### config.mk
export PLATFORM = sky130hd
export DESIGN_NAME = pwm_duty_decoder_flat
export DESIGN_NICKNAME = d
export VERILOG_FILES = /design/src/rtl/pwm_duty_decoder_if.sv /design/src/rtl/pwm_duty_decoder.sv /design/src/flat_wrapper.sv
export SDC_FILE = /design/constraint.sdc
export NUM_CORES = 1
export LEC_CHECK = 0
export ABC_AREA = 1
export ABC_CLOCK_PERIOD_IN_PS = 5300
export CORE_ASPECT_RATIO = 0.9
export CORE_MARGIN = 4
export CORE_UTILIZATION = 52
export CTS_BUF_LIST = sky130_fd_sc_hd__clkbuf_16
export CTS_CLUSTER_DIAMETER = 200
export CTS_CLUSTER_SIZE = 30
export DETAILED_ROUTE_END_ITERATION = 8
export GPL_TIMING_DRIVEN = 0
export PLACE_DENSITY = 0.8
export SLEW_MARGIN = 25
export SYNTH_ARGS = -nofsm -noshare
export SYNTH_HDL_FRONTEND = slang
export SYNTH_SLANG_ARGS = --single-unit
### constraint.sdc
create_clock -name clk -period 5.3 [get_ports clk]
set_input_delay 0.795 -clock clk [delete_from_list [all_inputs] [get_ports clk]]
set_output_delay 0.795 -clock clk [all_outputs]
set_load 0.005 [all_outputs]
### src/rtl/pwm_duty_decoder_if.sv
// Bundle of the control input, the PWM line and the measurement results
// exchanged between the PWM duty decoder and its user.
interface pwm_duty_decoder_if #(
    parameter int CNT_W = 16
) ();
    logic             enable;
    logic             pwm_in;
    logic [CNT_W-1:0] period_out;
    logic [CNT_W-1:0] high_out;
    logic [3:0]       duty_tenths;
    logic             valid;
    logic             stuck;
    logic             overrun;
    logic             busy;

    // The user of the decoder drives the line and enable, and observes the results.
    modport master (
        output enable,
        output pwm_in,
        input  period_out,
        input  high_out,
        input  duty_tenths,
        input  valid,
        input  stuck,
        input  overrun,
        input  busy
    );

    modport slave (
        input  enable,
        input  pwm_in,
        output period_out,
        output high_out,
        output duty_tenths,
        output valid,
        output stuck,
        output overrun,
        output busy
    );
endinterface

### src/rtl/pwm_duty_decoder.sv
// Measures period and high time of a synchronised PWM line and reports the
// duty cycle in tenths via a 4-step restoring divider; flags a stuck line.
module pwm_duty_decoder #(
    parameter int CNT_W   = 16,
    parameter int TIMEOUT = 65535
) (
    input  logic                clk,
    input  logic                reset,
    pwm_duty_decoder_if.slave   bus
);

    localparam int               NUM_W     = CNT_W + 4;
    localparam logic [CNT_W-1:0] TIMEOUT_C = CNT_W'(TIMEOUT);

    typedef enum logic [1:0] {
        ST_IDLE,
        ST_MEAS,
        ST_DIV,
        ST_STUCK
    } state_e;

    // Input synchroniser and edge history
    logic meta_q, meta_d;
    logic sync_q, sync_d;
    logic sync_prev_q, sync_prev_d;

    // Free-running measurement counter and high-time latch
    logic [CNT_W-1:0] p_cnt_q, p_cnt_d;
    logic [CNT_W-1:0] h_lat_q, h_lat_d;

    // Control state and divider working registers
    state_e           state_q, state_d;
    logic [CNT_W-1:0] div_per_q, div_per_d;
    logic [CNT_W-1:0] div_high_q, div_high_d;
    logic [NUM_W-1:0] rem_q, rem_d;
    logic [3:0]       quo_q, quo_d;
    logic [1:0]       div_bit_q, div_bit_d;

    // Registered outputs
    logic [CNT_W-1:0] period_q, period_d;
    logic [CNT_W-1:0] high_q, high_d;
    logic [3:0]       duty_q, duty_d;
    logic             valid_q, valid_d;
    logic             stuck_q, stuck_d;
    logic             overrun_q, overrun_d;
    logic             busy_q, busy_d;

    // Combinational helpers
    logic             rise;
    logic             fall;
    logic [NUM_W-1:0] num_init;
    logic [NUM_W-1:0] div_shift;
    logic             div_ge;
    logic [NUM_W-1:0] rem_step;
    logic [3:0]       quo_step;
    logic [3:0]       duty_clamped;

    assign rise = sync_q & ~sync_prev_q;
    assign fall = ~sync_q & sync_prev_q;

    // Adding half the period before dividing turns truncation into rounding.
    assign num_init = NUM_W'(h_lat_q) * NUM_W'(10) + NUM_W'(p_cnt_q >> 1);

    always_comb begin
        div_shift = {4'b0000, div_per_q} << div_bit_q;
        div_ge    = (rem_q >= div_shift);
        rem_step  = div_ge ? (rem_q - div_shift) : rem_q;
        quo_step  = quo_q;
        quo_step[div_bit_q] = div_ge;
        duty_clamped = (quo_step > 4'd10) ? 4'd10 : quo_step;
    end

    // NOTE: every signal gets its hold value first, so no path through the
    // case statement can leave one unassigned and infer a latch.
    always_comb begin
        meta_d      = bus.pwm_in;
        sync_d      = meta_q;
        sync_prev_d = sync_q;

        p_cnt_d = p_cnt_q;
        if (rise) begin
            p_cnt_d = {{(CNT_W-1){1'b0}}, 1'b1};
        end else if (p_cnt_q != TIMEOUT_C) begin
            p_cnt_d = p_cnt_q + 1'b1;
        end

        h_lat_d = fall ? p_cnt_q : h_lat_q;

        state_d    = state_q;
        div_per_d  = div_per_q;
        div_high_d = div_high_q;
        rem_d      = rem_q;
        quo_d      = quo_q;
        div_bit_d  = div_bit_q;
        period_d   = period_q;
        high_d     = high_q;
        duty_d     = duty_q;
        stuck_d    = stuck_q;
        valid_d    = 1'b0;
        overrun_d  = 1'b0;

        if (!bus.enable) begin
            // Disabling abandons any running division; results keep their last values.
            state_d = ST_IDLE;
            stuck_d = 1'b0;
        end else begin
            unique case (state_q)
                ST_IDLE: begin
                    if (rise) begin
                        state_d = ST_MEAS;
                    end
                end

                ST_MEAS: begin
                    if (rise) begin
                        div_per_d  = p_cnt_q;
                        div_high_d = h_lat_q;
                        rem_d      = num_init;
                        quo_d      = 4'd0;
                        div_bit_d  = 2'd3;
                        state_d    = ST_DIV;
                    end else if (p_cnt_q == TIMEOUT_C) begin
                        state_d  = ST_STUCK;
                        stuck_d  = 1'b1;
                        period_d = '0;
                        high_d   = '0;
                        duty_d   = sync_q ? 4'd10 : 4'd0;
                        valid_d  = 1'b1;
                    end
                end

                ST_DIV: begin
                    rem_d     = rem_step;
                    quo_d     = quo_step;
                    div_bit_d = div_bit_q - 2'd1;
                    // A period that ends while dividing is dropped; the counter still restarts.
                    overrun_d = rise;
                    if (div_bit_q == 2'd0) begin
                        state_d  = ST_MEAS;
                        period_d = div_per_q;
                        high_d   = div_high_q;
                        duty_d   = duty_clamped;
                        valid_d  = 1'b1;
                    end
                end

                ST_STUCK: begin
                    if (rise) begin
                        stuck_d = 1'b0;
                        state_d = ST_MEAS;
                    end
                end

                default: begin
                    state_d = ST_IDLE;
                end
            endcase
        end

        busy_d = (state_d == ST_DIV);
    end

    // NOTE: non-blocking assignments make every flop sample the values of the
    // previous cycle, independent of statement order.
    always_ff @(posedge clk or posedge reset) begin
        if (reset) begin
            meta_q      <= 1'b0;
            sync_q      <= 1'b0;
            sync_prev_q <= 1'b0;
            p_cnt_q     <= '0;
            h_lat_q     <= '0;
            state_q     <= ST_IDLE;
            div_per_q   <= '0;
            div_high_q  <= '0;
            rem_q       <= '0;
            quo_q       <= 4'd0;
            div_bit_q   <= 2'd0;
            period_q    <= '0;
            high_q      <= '0;
            duty_q      <= 4'd0;
            valid_q     <= 1'b0;
            stuck_q     <= 1'b0;
            overrun_q   <= 1'b0;
            busy_q      <= 1'b0;
        end else begin
            meta_q      <= meta_d;
            sync_q      <= sync_d;
            sync_prev_q <= sync_prev_d;
            p_cnt_q     <= p_cnt_d;
            h_lat_q     <= h_lat_d;
            state_q     <= state_d;
            div_per_q   <= div_per_d;
            div_high_q  <= div_high_d;
            rem_q       <= rem_d;
            quo_q       <= quo_d;
            div_bit_q   <= div_bit_d;
            period_q    <= period_d;
            high_q      <= high_d;
            duty_q      <= duty_d;
            valid_q     <= valid_d;
            stuck_q     <= stuck_d;
            overrun_q   <= overrun_d;
            busy_q      <= busy_d;
        end
    end

    assign bus.period_out  = period_q;
    assign bus.high_out    = high_q;
    assign bus.duty_tenths = duty_q;
    assign bus.valid       = valid_q;
    assign bus.stuck       = stuck_q;
    assign bus.overrun     = overrun_q;
    assign bus.busy        = busy_q;

endmodule
### src/flat_wrapper.sv
// flat-port wrapper written by rule: the top's interface ports become plain ports
module pwm_duty_decoder_flat 
#(
    parameter int CNT_W   = 16,
    parameter int TIMEOUT = 65535
)
  (clk, reset, bus_enable, bus_pwm_in, bus_period_out, bus_high_out, bus_duty_tenths, bus_valid, bus_stuck, bus_overrun, bus_busy);
  pwm_duty_decoder_if #(.CNT_W(CNT_W)) bus_i ();
  input  logic clk;
  input  logic reset;
  input wire logic [$bits(bus_i.enable)-1:0] bus_enable;
  input wire logic [$bits(bus_i.pwm_in)-1:0] bus_pwm_in;
  output wire logic [$bits(bus_i.period_out)-1:0] bus_period_out;
  output wire logic [$bits(bus_i.high_out)-1:0] bus_high_out;
  output wire logic [$bits(bus_i.duty_tenths)-1:0] bus_duty_tenths;
  output wire logic [$bits(bus_i.valid)-1:0] bus_valid;
  output wire logic [$bits(bus_i.stuck)-1:0] bus_stuck;
  output wire logic [$bits(bus_i.overrun)-1:0] bus_overrun;
  output wire logic [$bits(bus_i.busy)-1:0] bus_busy;
  assign bus_i.enable = bus_enable;
  assign bus_i.pwm_in = bus_pwm_in;
  assign bus_period_out = bus_i.period_out;
  assign bus_high_out = bus_i.high_out;
  assign bus_duty_tenths = bus_i.duty_tenths;
  assign bus_valid = bus_i.valid;
  assign bus_stuck = bus_i.stuck;
  assign bus_overrun = bus_i.overrun;
  assign bus_busy = bus_i.busy;
  pwm_duty_decoder #(.CNT_W(CNT_W), .TIMEOUT(TIMEOUT)) u_core (.clk(clk), .reset(reset), .bus(bus_i));
endmodule
---- Yosys cells after proc, flatten, opt, wreduce, memory -nomap -nowiden ----
Cells that the tools add are included.
cells by class
  bitwise gates (word level) .............. 4
  add/subtract/negate cells ............... 4
  shifts and indexed selects .............. 1
  equal/unequal tests ..................... 15
  multiply operators ...................... 1
  reduce and logical (&&, ||, !) cells .... 11
  div/mod/pow operators ................... 0
  mux-type cells .......................... 42
  order comparisons ....................... 4
operator list
  operator               number
  $mux 16                6
  $pmux 16 s2            2
  $mux 20                2
  $pmux 20 s2            1
  $mux 4                 6
  $add 20x15->20         1
  $ge 20x20->1           1
  $shl 16x2->20          1
  $sub 20x20->20         1
  $mul 16x3->19 const B  1
  $add 16x1->16 const B  1
  $eq 16x16->1 const B   1
  $ne 16x16->1 const B   1
  $pmux 4 s2             2
  $mux 2                 6
  $mux 1                 11
  $ne 2x1->1 const B     4
  $reduce_and 4->1       2
  $eq 2x2->1 const B     3
  $ne 3x2->1 const B     2
  $pmux 2 s3             1
  $reduce_and 3->1       2
  $reduce_and 5->1       1
  $bwmux 4               1
  other kinds (17)       22
word-level totals
  memory bits (read-only) ................. 0
  input port bits ......................... 4
  latch bits .............................. 0
  memories ................................ 0
  logic and storage cells ................. 100
  flip-flop bits (word level) ............. 135
  memory bits (writable) .................. 0

---- Longest topological paths before layout ----
  word-level depth ........................ 9
  mapped depth ............................ 22
  mapped depth without buffers ............ 22

---- Worst setup path after synthesis ----
No wires, ideal clock.
  path kind ............................... register to register
  start ................................... reg u_core.h_lat_q[1]
  end ..................................... reg u_core.rem_q[17]
  clock period less this slack ............ 3.152 ns
  slack ................................... 2.148 ns
  data required time ...................... 5.218 ns
  buffers on the path ..................... 0
  arrival ................................. 3.070 ns
  stages on the path, launching flop included .. 18
  cells stage by stage .................... dfrtp_1 > ha_1 > ha_1 > inv_1 > fa_1 > o21ai_2 > a21oi_1 > o21ai_0 > xor2_1 > ha_1 > nand2_1 > nor2_1 > nand4_1 > o21ai_1 > nand3_1 > nand2_1 > nand3_1 > a31oi_1
between the ends
  longest elaborated chain between the ends .. 4
ends and longest elaborated chain
  element                 line                     text
  start, declared         pwm_duty_decoder.sv:29   logic [CNT_W-1:0] h_lat_q, h_lat_d;
  start signal, assigned  pwm_duty_decoder.sv:190  h_lat_q <= h_lat_d;
  $mul 16x3->19           pwm_duty_decoder.sv:62   assign num_init = NUM_W'(h_lat_q) * NUM_W'(10) + NUM_W'(p_cnt_q >> 1);
  $add 20x15->20          pwm_duty_decoder.sv:62
  $mux 20                 pwm_duty_decoder.sv:115  if (rise) begin
  $pmux 20 s2             pwm_duty_decoder.sv:107  unique case (state_q)
  end signal, assigned    pwm_duty_decoder.sv:194  rem_q <= rem_d;
  end, declared           pwm_duty_decoder.sv:35   logic [NUM_W-1:0] rem_q, rem_d;
Every way passes these cells. The select of a mux whose other input is x is not followed.
A chain may end at the register's enable or synchronous reset.

---- Worst setup path after layout ----
  start ................................... reg u_core.div_bit_q[1]
  end ..................................... reg u_core.rem_q[5]
between the ends
  longest elaborated chain between the ends .. 4
ends and longest elaborated chain
  element                                          line                                            text
  start, declared                                  pwm_duty_decoder.sv:37                          logic [1:0] div_bit_q, div_bit_d;
  start signal, assigned                           pwm_duty_decoder.sv:196                         div_bit_q <= div_bit_d;
  $shl 16x2->20 (*)                                pwm_duty_decoder.sv:65                          div_shift = {4'b0000, div_per_q} << div_bit_q;
  $sub 20x20->20 or $ge 20x20->1 (tied branches)   pwm_duty_decoder.sv:67, pwm_duty_decoder.sv:66
  $mux 20 or $ne 2x1->1 (tied branches)            n/a
  $pmux 20 s2 or $reduce_and 4->1 (tied branches)  n/a
Every way passes the cells marked *; elsewhere a longest branch is shown, timed or not. The select of a mux whose other input is x is not followed.

==> impl_metrics.yaml <==
sta:
  period_share_pct: 72.1
  hold_viol: 0
  slew-limit-headroom_pct: 35.4
  finClkSkew_ns: 0.0183
  min_period_ns: 3.82
  setup-tns-final_ns: 0
  fmax_mhz: 262
  rsz0062_at_grt: "no"
  worstMarginPinSlew_ns: 0.970
  report.final.setup_viol: 0
  slew_violations: 0
global_route:
  first_global_vias: 7750
  grt_pass1_wl_mm: 39.4
  grt.total_usage_pct: 25.6
  grt_max_degree: 83
  grt_antenna_before_repair: 0
  overflow: 0
detailed_routing:
  drc: 0
  drt_iter0_markers: 791
  routedWlPerCell_um: 17.0
  vias: 8305
  ant_nets: 0
  dr.pass1.iters: 8
  viasPerCell: 5.72
  routed_wirelength_mm: 24.7
run_status:
  status: "completed"
place:
  dpl.hpwl_mm: 18.9
  numPortBuffers: 43
  gp_congestion: 0.939
  dpl_cell_area_um2: 9600
power_and_ir_drop:
  internal_power_mw: 3.12
  sw_frac_of_total_pct: 45.8
  pwr-share-seq_pct: 25.4
  switchingPower_mw: 2.64
  power_frac_comb_pct: 53.5
  leakage_nw: 4.93
  power_frac_clock_pct: 21.1
  powerDensity_nw_per_um2: 565
  peakVddDrop_mv: 0.296
finish:
  final_util_pct: 60.8
  fin_nets: 1305
  layout-drive-gt1-share_pct: 7.49
  syn_to_final_growth_pct: 15.0
  antenna-diode-count: 0
  design_area_um2: 10200
floorplan:
  die_y_um: 132
  rows: 45
  initial_core_util_pct: 52.8
  dieArea_um2: 19200
  chipWidth_um: 146
  io_pins: 44
  core_um2: 16800
worst_hold_path:
  hp-class: "reg -> reg"
  min_delay_path_depth: 0
setup_path:
  cp.arrival_ns: 4.11
  critPathKind: "reg -> reg"
  endpoint_kind: "flip-flop"
  crit_path_start_kind: "flip-flop"
  worstPathMaxFanout: 11
  required_ns: 5.59
  rr_worst_depth: 15
  reg2reg_slack_ns: 1.48
clock_network:
  cts_tree: "done"
  cts_root_buffer: "clkbuf_16"
  numCtsBuffers: 17
  clock_sinks: 135
  insertion_delay_ns: 0.43
  htree_levels: 4
  cts_buffer_depth: 2
  postCtsSetupBuffers: 0
  clk_pin_slew_ns: 0.06
  ctsHoldBuffers: 0
  cts_resized: 0
flow_run:
  maxCapViolations: 0
yosys:
  syn-num-nets: 1242
  synth_area_um2: 8870
  ys_ff_latch: 135
  ys_seq_area_share_pct: 38.1
  synth_cell_types: 48
  ys_warn_count: 0
  synth_cells: 1165
  avgSynthCellArea_um2: 7.61
layer usage:
| metal | vias up | track usage [%] | share of wire (%) |
|---|---|---|---|
| li1 | 4023 | - | - |
| met3 | 63 | 4.78 | 7.6 |
| met2 | 354 | 40.0 | 45 |
| met1 | 3865 | 35.5 | 44 |
| met4 | 0 | 9.81 | 3.1 |
| met5 | - | 0 | 0 |
logic make-up after synthesis:
| kind of cell | Yosys count | share of synthesized area (%) |
|---|---|---|
| adder cells (fa/ha/maj) | 73 | 10.6 |
| AO/OA/AOI/OAI | 280 | 17.3 |
| buffers and inverters | 156 | 7.17 |
| XOR/XNOR | 23 | 2.27 |
| multiplexers | 11 | 1.24 |
| flip-flops | 135 | 38.1 |
| AND/OR/NAND/NOR | 487 | 23.3 |
final cells by class:
class                   instances  area (um^2)
fillers                      1484         6580
repair buffers                 44          458
flip-flops and latches        135         3380
clock buffers                  17          425
plain buffers                  36          185
well taps                     211          264
inverters                     120          458
clock inverters                15          175
multi-input cells             874         4850
power by group through the flow:
stage | clock network (mW) | logic (mW) | registers, mW
final | 1.22 | 3.08 | 1.46
after global placement | 0 | 2.94 | 1.47
after global routing | 1.27 | 3.44 | 1.49
after CTS | 1.22 | 3.02 | 1.46
after detailed placement | 0 | 2.99 | 1.47
after floorplan | 0 | 2.21 | 1.43
sequential cells by signal, summed over array words and instances, names as in the netlist, 2 cells and up:
signal and cells:
u_core.bus.duty_tenths 4, u_core.div_high_q 16, u_core.bus.period_out 16, u_core.rem_q 20, u_core.bus.high_out 16, u_core.state_q 2
u_core.h_lat_q 16, u_core.quo_q 4, u_core.div_bit_q 2, u_core.p_cnt_q 16, u_core.div_per_q 16
stage by stage:
stage	power, mW	hold slack [ns]	cells	worst slack [ns]
global route	6.21	0.400	1452	1.29
global placement	4.41	0.336	1419	-0.913
floorplan	3.64	0.331	1165	0.894
detailed placement	4.47	0.346	1420	1.72
CTS	5.70	0.400	1452	1.66
finish	5.77	0.395	1452	1.48
cells in the final DEF (no fill, tap or decap), drive strengths merged, types with 4 or more instances in the layout:
master	instances
o31ai	16
xor2	13
nand4	12
nand3	43
o21ai	146
nor4	5
mux2i	11
or2	6
inv	127
buf	18
dfrtp	135
nor2	79
a21oi	82
xnor2	10
a31oi	20
ha	70
clkbuf	36
nand2	325
nor3	14
a21o	5
clkinvlp	4
clkdlybuf4s50	43
synth_stat cells, drive strengths merged:
cell type,count,area (um^2)
a21boi,2,15.0
inv,120,450
a2bb2oi,1,8.76
o31ai,16,120
ha,70,876
a21oi,82,414
nor3b,1,7.51
and2,1,6.26
nand3,43,240
nor3,14,85.1
o22ai,1,6.26
nand4,12,75.1
o211ai,2,15.0
xor2,13,114
fa,3,60.1
o21ai,146,753
o21a,1,7.51
nor2,79,329
buf,17,110
or2,6,37.5
dfrtp,135,3380
and3,1,6.26
nor4,5,31.3
o221ai,1,8.76
clkbuf,19,75.1
a221oi,1,8.76
xnor2,10,87.6
a211oi,1,7.51
a21o,5,37.5
o2111ai,1,8.76
nand2,325,1250
mux2i,11,110
a31oi,20,125
path summary, 6_finish.rpt:
path                                      from                      end
setup / recovery           u_core.div_bit_q[1]          u_core.rem_q[5]
hold / removal                   u_core.meta_q       u_core.sync_prev_d
setup reg to reg           u_core.div_bit_q[1]          u_core.rem_q[5]
hold reg to reg                  u_core.meta_q       u_core.sync_prev_d
max in group asynchronous                reset         u_core.rem_q[18]
min in group asynchronous                reset  u_core.bus.high_out[13]
worst max-delay path, cell delays in order, from the launching register on:
cell and delay [ns]:
dfrtp_1 0.40, clkbuf_1 0.25, inv_2 0.22, buf_1 0.50, o21ai_0 0.37, ha_1 0.46, nand2_1 0.16, nor3_2 0.29
nand4_1 0.15, nor2_1 0.14, nor2_2 0.10, nand3_2 0.08, nand2_2 0.05, inv_2 0.08, buf_2 0.26, a31oi_1 0.13
Power figures use the tool's default switching activity.
